==> config.mk <==
export PLATFORM = sky130hd
export DESIGN_NAME = uart_mmio_flat
export DESIGN_NICKNAME = d
export VERILOG_FILES = /design/src/rtl/uart_mmio_pkg.sv /design/src/rtl/uart_mmio_if.sv /design/src/rtl/uart_mmio_rx_core.sv /design/src/rtl/uart_mmio.sv /design/src/flat_wrapper.sv
export SDC_FILE = /design/constraint.sdc
export NUM_CORES = 1
export LEC_CHECK = 0
export ABC_AREA = 1
export BUFFER_PORTS_ARGS = -buffer_cell sky130_fd_sc_hd__buf_4
export CORE_MARGIN = 1
export CORE_UTILIZATION = 45
export DETAILED_ROUTE_END_ITERATION = 6
export GPL_TIMING_DRIVEN = 0
export PLACE_DENSITY = 0.65
export SLEW_MARGIN = 25
export SYNTH_ARGS = -nofsm -noshare
export SYNTH_HDL_FRONTEND = slang
export SYNTH_SLANG_ARGS = --single-unit
==> constraint.sdc <==
create_clock -name clk -period 4.7 [get_ports clk]
set_input_delay 0.235 -clock clk [delete_from_list [all_inputs] [get_ports clk]]
set_output_delay 0.235 -clock clk [all_outputs]
set_load 0.05 [all_outputs]
==> src/rtl/uart_mmio_pkg.sv <==
// uart_mmio_pkg: shared definitions for the memory-mapped UART.
//   - register selectors (addr[3:2]) for RXDATA/TXDATA/STATUS/CTRL
//   - STATUS and CTRL bit positions
//   - RX/TX state machine encodings
//   - baud divisor helper, rounded to nearest
package uart_mmio_pkg;

  localparam logic [1:0] REG_RXDATA = 2'd0;
  localparam logic [1:0] REG_TXDATA = 2'd1;
  localparam logic [1:0] REG_STATUS = 2'd2;
  localparam logic [1:0] REG_CTRL   = 2'd3;

  localparam int unsigned ST_RX_FULL   = 8;
  localparam int unsigned ST_TX_BUSY   = 9;
  localparam int unsigned ST_OVERRUN   = 10;
  localparam int unsigned ST_FRAME_ERR = 11;
  localparam int unsigned ST_TX_DROP   = 12;

  localparam int unsigned CTRL_CLR_OVR  = 0;
  localparam int unsigned CTRL_CLR_FERR = 1;
  localparam int unsigned CTRL_CLR_DROP = 2;
  localparam int unsigned CTRL_FLUSH    = 3;

  typedef enum logic [2:0] {
    RX_IDLE,
    RX_START,
    RX_DATA,
    RX_STOP,
    RX_WAIT
  } rx_state_e;

  typedef enum logic [1:0] {
    TX_IDLE,
    TX_START,
    TX_DATA,
    TX_STOP
  } tx_state_e;

  function automatic int unsigned calc_div(input int unsigned clk_hz,
                                           input int unsigned baud);
    return (clk_hz + baud / 2) / baud;
  endfunction

endpackage

==> src/rtl/uart_mmio_if.sv <==
// uart_mmio_if: bus-decoder side of the UART window.
//   addr  : byte offset, [3:2] selects the register
//   ren   : one-cycle read strobe
//   wen   : one-cycle write strobe
//   wdata : write data
//   rdata : registered read data from the peripheral
interface uart_mmio_if;
  logic [3:0]  addr;
  logic        ren;
  logic        wen;
  logic [31:0] wdata;
  logic [31:0] rdata;

  modport master (output addr, output ren, output wen, output wdata, input rdata);
  modport slave  (input addr, input ren, input wen, input wdata, output rdata);
endinterface

==> src/rtl/uart_mmio_rx_core.sv <==
// uart_rx_core: serial receiver.
//   clk, rst_n   : core clock, async active-low reset
//   rx_i         : asynchronous serial input, idle high
//   byte_o       : received byte, valid while byte_valid_o is high
//   byte_valid_o : one-cycle pulse, good stop bit seen
//   frame_err_o  : one-cycle pulse, stop bit sampled low
module uart_rx_core
  import uart_mmio_pkg::*;
#(
  parameter int unsigned DIV = 234
) (
  input  logic       clk,
  input  logic       rst_n,
  input  logic       rx_i,
  output logic [7:0] byte_o,
  output logic       byte_valid_o,
  output logic       frame_err_o
);

  localparam int unsigned CW = (DIV > 1) ? $clog2(DIV) : 1;
  localparam logic [CW-1:0] HALF_M1 = CW'(DIV / 2 - 1);
  localparam logic [CW-1:0] FULL_M1 = CW'(DIV - 1);

  logic          sync1_q, sync2_q, prev_q;
  rx_state_e     state_q;
  logic [CW-1:0] cnt_q;
  logic [2:0]    bit_q;
  logic [7:0]    shift_q;
  logic          valid_q;
  logic          ferr_q;

  // prev_q lags the synchronized line by one cycle for falling-edge detect
  always_ff @(posedge clk or negedge rst_n) begin
    if (!rst_n) begin
      sync1_q <= 1'b1;
      sync2_q <= 1'b1;
      prev_q  <= 1'b1;
    end else begin
      sync1_q <= rx_i;
      sync2_q <= sync1_q;
      prev_q  <= sync2_q;
    end
  end

  always_ff @(posedge clk or negedge rst_n) begin
    if (!rst_n) begin
      state_q <= RX_IDLE;
      cnt_q   <= '0;
      bit_q   <= '0;
      shift_q <= '0;
      valid_q <= 1'b0;
      ferr_q  <= 1'b0;
    end else begin
      valid_q <= 1'b0;
      ferr_q  <= 1'b0;
      case (state_q)
        RX_IDLE: begin
          cnt_q <= '0;
          if (prev_q && !sync2_q) state_q <= RX_START;
        end
        RX_START: begin
          // mid-start re-sample rejects short glitches
          if (cnt_q == HALF_M1) begin
            cnt_q   <= '0;
            bit_q   <= '0;
            state_q <= sync2_q ? RX_IDLE : RX_DATA;
          end else begin
            cnt_q <= cnt_q + CW'(1);
          end
        end
        RX_DATA: begin
          if (cnt_q == FULL_M1) begin
            cnt_q   <= '0;
            shift_q <= {sync2_q, shift_q[7:1]};
            bit_q   <= bit_q + 3'd1;
            if (bit_q == 3'd7) state_q <= RX_STOP;
          end else begin
            cnt_q <= cnt_q + CW'(1);
          end
        end
        RX_STOP: begin
          if (cnt_q == FULL_M1) begin
            cnt_q <= '0;
            if (sync2_q) begin
              valid_q <= 1'b1;
              state_q <= RX_IDLE;
            end else begin
              ferr_q  <= 1'b1;
              state_q <= RX_WAIT;
            end
          end else begin
            cnt_q <= cnt_q + CW'(1);
          end
        end
        RX_WAIT: begin
          if (sync2_q) state_q <= RX_IDLE;
        end
        default: state_q <= RX_IDLE;
      endcase
    end
  end

  assign byte_o       = shift_q;
  assign byte_valid_o = valid_q;
  assign frame_err_o  = ferr_q;

endmodule

==> src/rtl/uart_mmio.sv <==
// uart_mmio: memory-mapped UART with 16-entry RX FIFO and single-byte TX.
//   clk, rst_n : core clock, async active-low reset
//   bus        : decoder strobes, address, write data, registered read data
//   uart_rx    : serial input (asynchronous, idle high)
//   uart_tx    : serial output (idle high)
//   rx_irq     : high while the RX FIFO holds data
module uart_mmio
  import uart_mmio_pkg::*;
#(
  parameter int unsigned CLK_HZ     = 27000000,
  parameter int unsigned BAUD       = 115200,
  parameter int unsigned FIFO_DEPTH = 16
) (
  input  logic      clk,
  input  logic      rst_n,
  uart_mmio_if.slave bus,
  input  logic      uart_rx,
  output logic      uart_tx,
  output logic      rx_irq
);

  localparam int unsigned DIV = calc_div(CLK_HZ, BAUD);
  localparam int unsigned AW  = $clog2(FIFO_DEPTH);
  localparam int unsigned CW  = (DIV > 1) ? $clog2(DIV) : 1;
  localparam logic [CW-1:0] FULL_M1 = CW'(DIV - 1);
  localparam logic [AW:0]   DEPTH   = (AW + 1)'(FIFO_DEPTH);

  logic [7:0] rx_byte;
  logic       rx_valid;
  logic       rx_ferr;

  uart_rx_core #(.DIV(DIV)) u_rx (
    .clk          (clk),
    .rst_n        (rst_n),
    .rx_i         (uart_rx),
    .byte_o       (rx_byte),
    .byte_valid_o (rx_valid),
    .frame_err_o  (rx_ferr)
  );

  logic [1:0] sel;
  logic       wr_tx, wr_ctrl;
  logic       unused_bus;

  assign sel        = bus.addr[3:2];
  assign wr_tx      = bus.wen && (sel == REG_TXDATA);
  assign wr_ctrl    = bus.wen && (sel == REG_CTRL);
  assign unused_bus = ^{bus.addr[1:0], bus.wdata[31:8]};

  // ---------------- RX FIFO ----------------
  logic [7:0]  mem_q [FIFO_DEPTH];
  logic [AW-1:0] wr_ptr_q, rd_ptr_q;
  logic [AW:0]   count_q;
  logic          full, pop, push_ok, flush;

  assign full    = (count_q == DEPTH);
  assign pop     = bus.ren && (sel == REG_RXDATA) && (count_q != '0);
  assign flush   = wr_ctrl && bus.wdata[CTRL_FLUSH];
  // a pop in the same cycle frees the slot the push needs
  assign push_ok = rx_valid && (!full || pop);

  always_ff @(posedge clk) begin
    if (push_ok && !flush) mem_q[wr_ptr_q] <= rx_byte;
  end

  always_ff @(posedge clk or negedge rst_n) begin
    if (!rst_n) begin
      wr_ptr_q <= '0;
      rd_ptr_q <= '0;
      count_q  <= '0;
    end else if (flush) begin
      wr_ptr_q <= '0;
      rd_ptr_q <= '0;
      count_q  <= '0;
    end else begin
      if (push_ok) wr_ptr_q <= wr_ptr_q + AW'(1);
      if (pop)     rd_ptr_q <= rd_ptr_q + AW'(1);
      case ({push_ok, pop})
        2'b10:   count_q <= count_q + (AW + 1)'(1);
        2'b01:   count_q <= count_q - (AW + 1)'(1);
        default: count_q <= count_q;
      endcase
    end
  end

  assign rx_irq = (count_q != '0);

  // ---------------- TX ----------------
  tx_state_e     tx_state_q;
  logic          tx_q;
  logic [CW-1:0] tx_cnt_q;
  logic [2:0]    tx_bit_q;
  logic [7:0]    tx_shift_q;
  logic          tx_busy;

  assign tx_busy = (tx_state_q != TX_IDLE);

  always_ff @(posedge clk or negedge rst_n) begin
    if (!rst_n) begin
      tx_state_q <= TX_IDLE;
      tx_q       <= 1'b1;
      tx_cnt_q   <= '0;
      tx_bit_q   <= '0;
      tx_shift_q <= '0;
    end else begin
      case (tx_state_q)
        TX_IDLE: begin
          tx_cnt_q <= '0;
          if (wr_tx) begin
            tx_state_q <= TX_START;
            tx_q       <= 1'b0;
            tx_shift_q <= bus.wdata[7:0];
          end
        end
        TX_START: begin
          if (tx_cnt_q == FULL_M1) begin
            tx_cnt_q   <= '0;
            tx_bit_q   <= '0;
            tx_q       <= tx_shift_q[0];
            tx_state_q <= TX_DATA;
          end else begin
            tx_cnt_q <= tx_cnt_q + CW'(1);
          end
        end
        TX_DATA: begin
          if (tx_cnt_q == FULL_M1) begin
            tx_cnt_q   <= '0;
            tx_shift_q <= {1'b0, tx_shift_q[7:1]};
            tx_bit_q   <= tx_bit_q + 3'd1;
            if (tx_bit_q == 3'd7) begin
              tx_q       <= 1'b1;
              tx_state_q <= TX_STOP;
            end else begin
              tx_q <= tx_shift_q[1];
            end
          end else begin
            tx_cnt_q <= tx_cnt_q + CW'(1);
          end
        end
        TX_STOP: begin
          if (tx_cnt_q == FULL_M1) begin
            tx_cnt_q   <= '0;
            tx_state_q <= TX_IDLE;
          end else begin
            tx_cnt_q <= tx_cnt_q + CW'(1);
          end
        end
        default: begin
          tx_state_q <= TX_IDLE;
          tx_q       <= 1'b1;
        end
      endcase
    end
  end

  assign uart_tx = tx_q;

  // ---------------- sticky flags ----------------
  logic ovr_q, ovr_d, ferr_q, ferr_d, drop_q, drop_d;

  // a same-cycle set event beats the CTRL clear
  always_comb begin
    ovr_d  = ovr_q  && !(wr_ctrl && bus.wdata[CTRL_CLR_OVR]);
    ferr_d = ferr_q && !(wr_ctrl && bus.wdata[CTRL_CLR_FERR]);
    drop_d = drop_q && !(wr_ctrl && bus.wdata[CTRL_CLR_DROP]);
    if (rx_valid && full && !pop && !flush) ovr_d = 1'b1;
    if (rx_ferr) ferr_d = 1'b1;
    if (wr_tx && tx_busy) drop_d = 1'b1;
  end

  always_ff @(posedge clk or negedge rst_n) begin
    if (!rst_n) begin
      ovr_q  <= 1'b0;
      ferr_q <= 1'b0;
      drop_q <= 1'b0;
    end else begin
      ovr_q  <= ovr_d;
      ferr_q <= ferr_d;
      drop_q <= drop_d;
    end
  end

  // ---------------- read path ----------------
  logic [31:0] status, rd_word, rdata_q;

  always_comb begin
    status               = '0;
    status[AW:0]         = count_q;
    status[ST_RX_FULL]   = full;
    status[ST_TX_BUSY]   = tx_busy;
    status[ST_OVERRUN]   = ovr_q;
    status[ST_FRAME_ERR] = ferr_q;
    status[ST_TX_DROP]   = drop_q;
  end

  always_comb begin
    rd_word = '0;
    case (sel)
      REG_RXDATA: if (count_q != '0) rd_word = {23'b0, 1'b1, mem_q[rd_ptr_q]};
      REG_STATUS: rd_word = status;
      default:    rd_word = '0;
    endcase
  end

  always_ff @(posedge clk or negedge rst_n) begin
    if (!rst_n)       rdata_q <= '0;
    else if (bus.ren) rdata_q <= rd_word;
  end

  assign bus.rdata = rdata_q;

endmodule

==> src/flat_wrapper.sv <==
// flat-port wrapper written by rule: the top's interface ports become plain ports
module uart_mmio_flat import uart_mmio_pkg::*;
#(
  parameter int unsigned CLK_HZ     = 27000000,
  parameter int unsigned BAUD       = 115200,
  parameter int unsigned FIFO_DEPTH = 16
)
  (clk, rst_n, uart_rx, uart_tx, rx_irq, bus_addr, bus_ren, bus_wen, bus_wdata, bus_rdata);
  uart_mmio_if bus_i ();
  input  logic clk;
  input  logic rst_n;
  input  logic uart_rx;
  output logic uart_tx;
  output logic rx_irq;
  input wire logic [$bits(bus_i.addr)-1:0] bus_addr;
  input wire logic [$bits(bus_i.ren)-1:0] bus_ren;
  input wire logic [$bits(bus_i.wen)-1:0] bus_wen;
  input wire logic [$bits(bus_i.wdata)-1:0] bus_wdata;
  output wire logic [$bits(bus_i.rdata)-1:0] bus_rdata;
  assign bus_i.addr = bus_addr;
  assign bus_i.ren = bus_ren;
  assign bus_i.wen = bus_wen;
  assign bus_i.wdata = bus_wdata;
  assign bus_rdata = bus_i.rdata;
  uart_mmio #(.CLK_HZ(CLK_HZ), .BAUD(BAUD), .FIFO_DEPTH(FIFO_DEPTH)) u_core (.clk(clk), .rst_n(rst_n), .bus(bus_i), .uart_rx(uart_rx), .uart_tx(uart_tx), .rx_irq(rx_irq));
endmodule
==> metrics.md <==
| Metric | Value |
|---|---|
| DR pass1 iterations | `5` |
| Pre-CTS setup slack | `approximately 2200 ps` |
| Sequential area share after synthesis | `62.4%` |
| Commonest non-fill, non-tap cell in the layout | `nor2_1` |
| Gr ovfl total | `0` |
| Slew HR | `36.1%` |
| CTS Buf Count | `23` |
| Final setup TNS | `0 ps` |
| CP Max Fanout | `8` |
| Die area | `21200 um2` |
| Post-synth EDFFs | `128` |
| Worst R2R Start | `u_core.count_q[2]$_DFFE_PN0P_` |
| First-pass GRT wire length | `34200 um` |
| Setup slack after layout | `2200 ps` |
| Final nets | `1018` |
| Seq cells post-synth | `206` |
| Slowest stage delay, CP | `750 ps` |
| Least-Margin Pin Slew | `955 ps` |
| Outcome | `completed` |
| Synth Warn # | `0` |
| R2r worst-path depth | `8` |
| Routed Antenna Nets | `0` |
| Most common cell on crit path | `nand2_2` |
| Critical Path AT | `between 2000 and 3000 ps` |
| Core ar. | `roughly 20000 um2` |
| Share of layout cells above drive strength 1 | `14.9%` |
| Mean routed wirelength per cell | `17.1 um` |
| Final Cycle Share | `53.2%` |
| Post-DP HPWL | `14500 um` |
| Peak Freq | `400 MHz` |
| Crit path buffers/inverters | `0` |
| Hold depth | `3` |
| Tmin final | `between 2000 and 2500 ps` |
| Ys flop type | `edfxtp_1` |
| CP Capture Type | `flip-flop` |
| Routed wire length | `21300 um` |
| GRT Total Usage | `20.7%` |
| Row cnt | `52` |
| Slowest cell on crit path | `nor2_1` |
| CTS tree | `yes` |
| Hold/Removal Path Class | `in2reg` |
| Async SR Flop Fraction | `37.9%` |
| Gp weighted congestion | `around 0.87` |
| Clock slew at reported path FFs | `60 ps` |
| Max IR drop VDD | `between 0.3 and 0.4 mV` |
| Clock Sinks | `a little over 200` |
| H-tree depth | `1` |
| Largest net degree at the start of global routing | `79` |
| Final Max Slew Viols | `0` |
| Hold endpoint | `u_core.tx_shift_q[3]$_DFFE_PN0P_` |
| CP Launch Type | `flip-flop` |
| IO buf count | `28` |
| Number of global-route vias before repair | `roughly 6300` |
| Synthesized area per cell | `10.6 um2` |
| Max_cap viols | `0` |
| Vias | `roughly 6500` |
| DRC | `0` |
| Critical Path RT | `4810 ps` |
| Reg2reg end | `u_core.mem_q[1][1]$_DFFE_PP_` |
| RSZ-0062 raised after global routing | `no` |
| Top Ports | `75` |
| Clk buf depth | `3` |
| # setup viols final | `0` |
| Starting DRC count in detailed routing | `between 600 and 700` |
| # Post-CTS Setup Buffers | `0` |
| Netlist cell types | `49` |
| Starting density of the core | `45.9%` |
| Register-to-register setup slack | `2200 ps` |
| Drt via density | `5.24` |
| Final hold vios | `0` |
| Commonest non-fill, non-tap cells in the layout | `nor2_1 (134), edfxtp_1 (128), nand2_1 (114)` |
| Clock skew | `roughly 32 ps` |
| Post-Syn Area | `9290 um2` |
| # diodes | `0` |
| Worst skew pair latency | `510 ps` |
| Crit Path Class | `reg2reg` |
| Hold Crit Start | `bus_wdata[3]` |
| Pwr Density | `569 nW/um2` |
| Die Wd | `146 um` |
| Largest delay share family, worst path | `simple AND/OR/NAND/NOR gates` |
| Leakage power | `0.00474 uW` |
| Die Y-Extent | `146 um` |
| Initial antenna violation count | `0` |
| Root Buffer | `clkbuf_16` |
| Cells after Synth | `879` |
| Cell Chain, Critical Path | `nor2_1 > nand3_2 > nand2_2 > nand2_2 > nand2_1 > nor2_4 > nand2_2 > nor2_1` |
| P&R area growth vs syn | `15.5%` |
## worst max-delay path by stage
stage,from,end,slack (ps),depth (start not counted)
floorplan,u_core.count_q[2]$_DFFE_PN0P_,u_core.mem_q[0][0]$_DFFE_PP_,2650,8
global placement,bus_addr[2],u_core.mem_q[1][3]$_DFFE_PP_,2220,10
detailed placement,bus_addr[2],u_core.mem_q[1][3]$_DFFE_PP_,2160,10
CTS,u_core.count_q[2]$_DFFE_PN0P_,u_core.mem_q[1][1]$_DFFE_PP_,2170,8
global route,u_core.count_q[1]$_DFFE_PN0P_,u_core.mem_q[1][1]$_DFFE_PP_,2050,8
finish,u_core.count_q[2]$_DFFE_PN0P_,u_core.mem_q[1][1]$_DFFE_PP_,2200,8
## routing by layer
metal / part of all wire, % / up-vias / track usage, %
met1: 43 / 3126 / 28.1
li1: - / 3137 / -
met3: 5.0 / 54 / 2.73
met5: 0 / - / 0
met2: 48 / 197 / 33.8
met4: 3.8 / 0 / 8.11
## cells in the mapped netlist, drive strengths merged, types with 12 or more instances
master / count / area share (%)
inv: 77 / 3.1
nand3: 28 / 1.7
clkbuf: 12 / 0.48
a21oi: 17 / 0.92
o21ai: 120 / 6.5
nand2: 123 / 5.3
buf: 39 / 3.1
edfxtp: 128 / 41
nor2: 143 / 6.3
dfrtp: 74 / 20
o211ai: 32 / 2.6
ha: 21 / 2.8
## report_power, final
part | leakage (uW) | total, uW | switching (uW) | internal [uW]
sequential | 0.00252 | 2190 | 121 | 2070
combinational | 0.00186 | 2090 | 1440 | 655
clock | 0.000372 | 1830 | 704 | 1120
total | 0.00474 | 6110 | 2260 | 3850
## final cells by class
| cell class | count | area, um2 |
|---|---|---|
| multi-input combinational | 562 | 2930 |
| sequential | 206 | 5800 |
| buffer | 51 | 332 |
| timing repair buffer | 34 | 274 |
| inverter | 78 | 295 |
| fill | 1788 | 9500 |
| clock buffer | 29 | 598 |
| clock inverter | 13 | 166 |
| tap | 270 | 338 |
## registers in the layout (all words and copies together), names as in the netlist, 2 cells and up
name / cells
u_core.bus.rdata: 13
u_core.tx_state_q: 2
u_core.u_rx.bit_q: 3
u_core.u_rx.byte_o: 8
u_core.tx_bit_q: 3
u_core.tx_shift_q: 8
u_core.u_rx.state_q: 3
u_core.count_q: 5
u_core.wr_ptr_q: 4
u_core.mem_q: 128
u_core.tx_cnt_q: 8
u_core.rd_ptr_q: 4
u_core.u_rx.cnt_q: 8
## logic make-up (layout without fill, tap and decap cells)
logic type      Yosys count  in the layout  share of synthesized area (%)
flops                   206            206                           62.4
other cells               1             19                         0.0404
simple gates            319            319                           15.2
compound gates          196            196                           12.1
buf+inv                 129            205                           6.75
fa+ha+maj                21             21                           2.83
xor+xnor                  7              7                          0.660
## through the flow
stage                     instance area, um2  hold slack [ps]  util (%)  instances  power (uW)
after floorplan                         9360            -60.6         -        897        3650
after global placement                  9910              344      49.0       1195        4260
after detailed placement                9910              345      49.0       1195        4300
after CTS                              10700            0.251      53.0       1243        6130
after global routing                   10700             39.9      53.1       1243        6460
final                                  10700             17.7      53.1       1243        6110
## worst min-delay path, stage by stage
cell and delay, ps:
buf_4 90, o211ai_1 90, nand2_1 70
## what timing repair did
| item | 4_1_cts | 5_1_grt |
|---|---|---|
| hold endpoints to repair | 79 | 0 |
| gates resized for setup | 0 | 0 |
| hold buffers | 6 | 0 |
No activity file was read; power rests on OpenSTA's default activity.
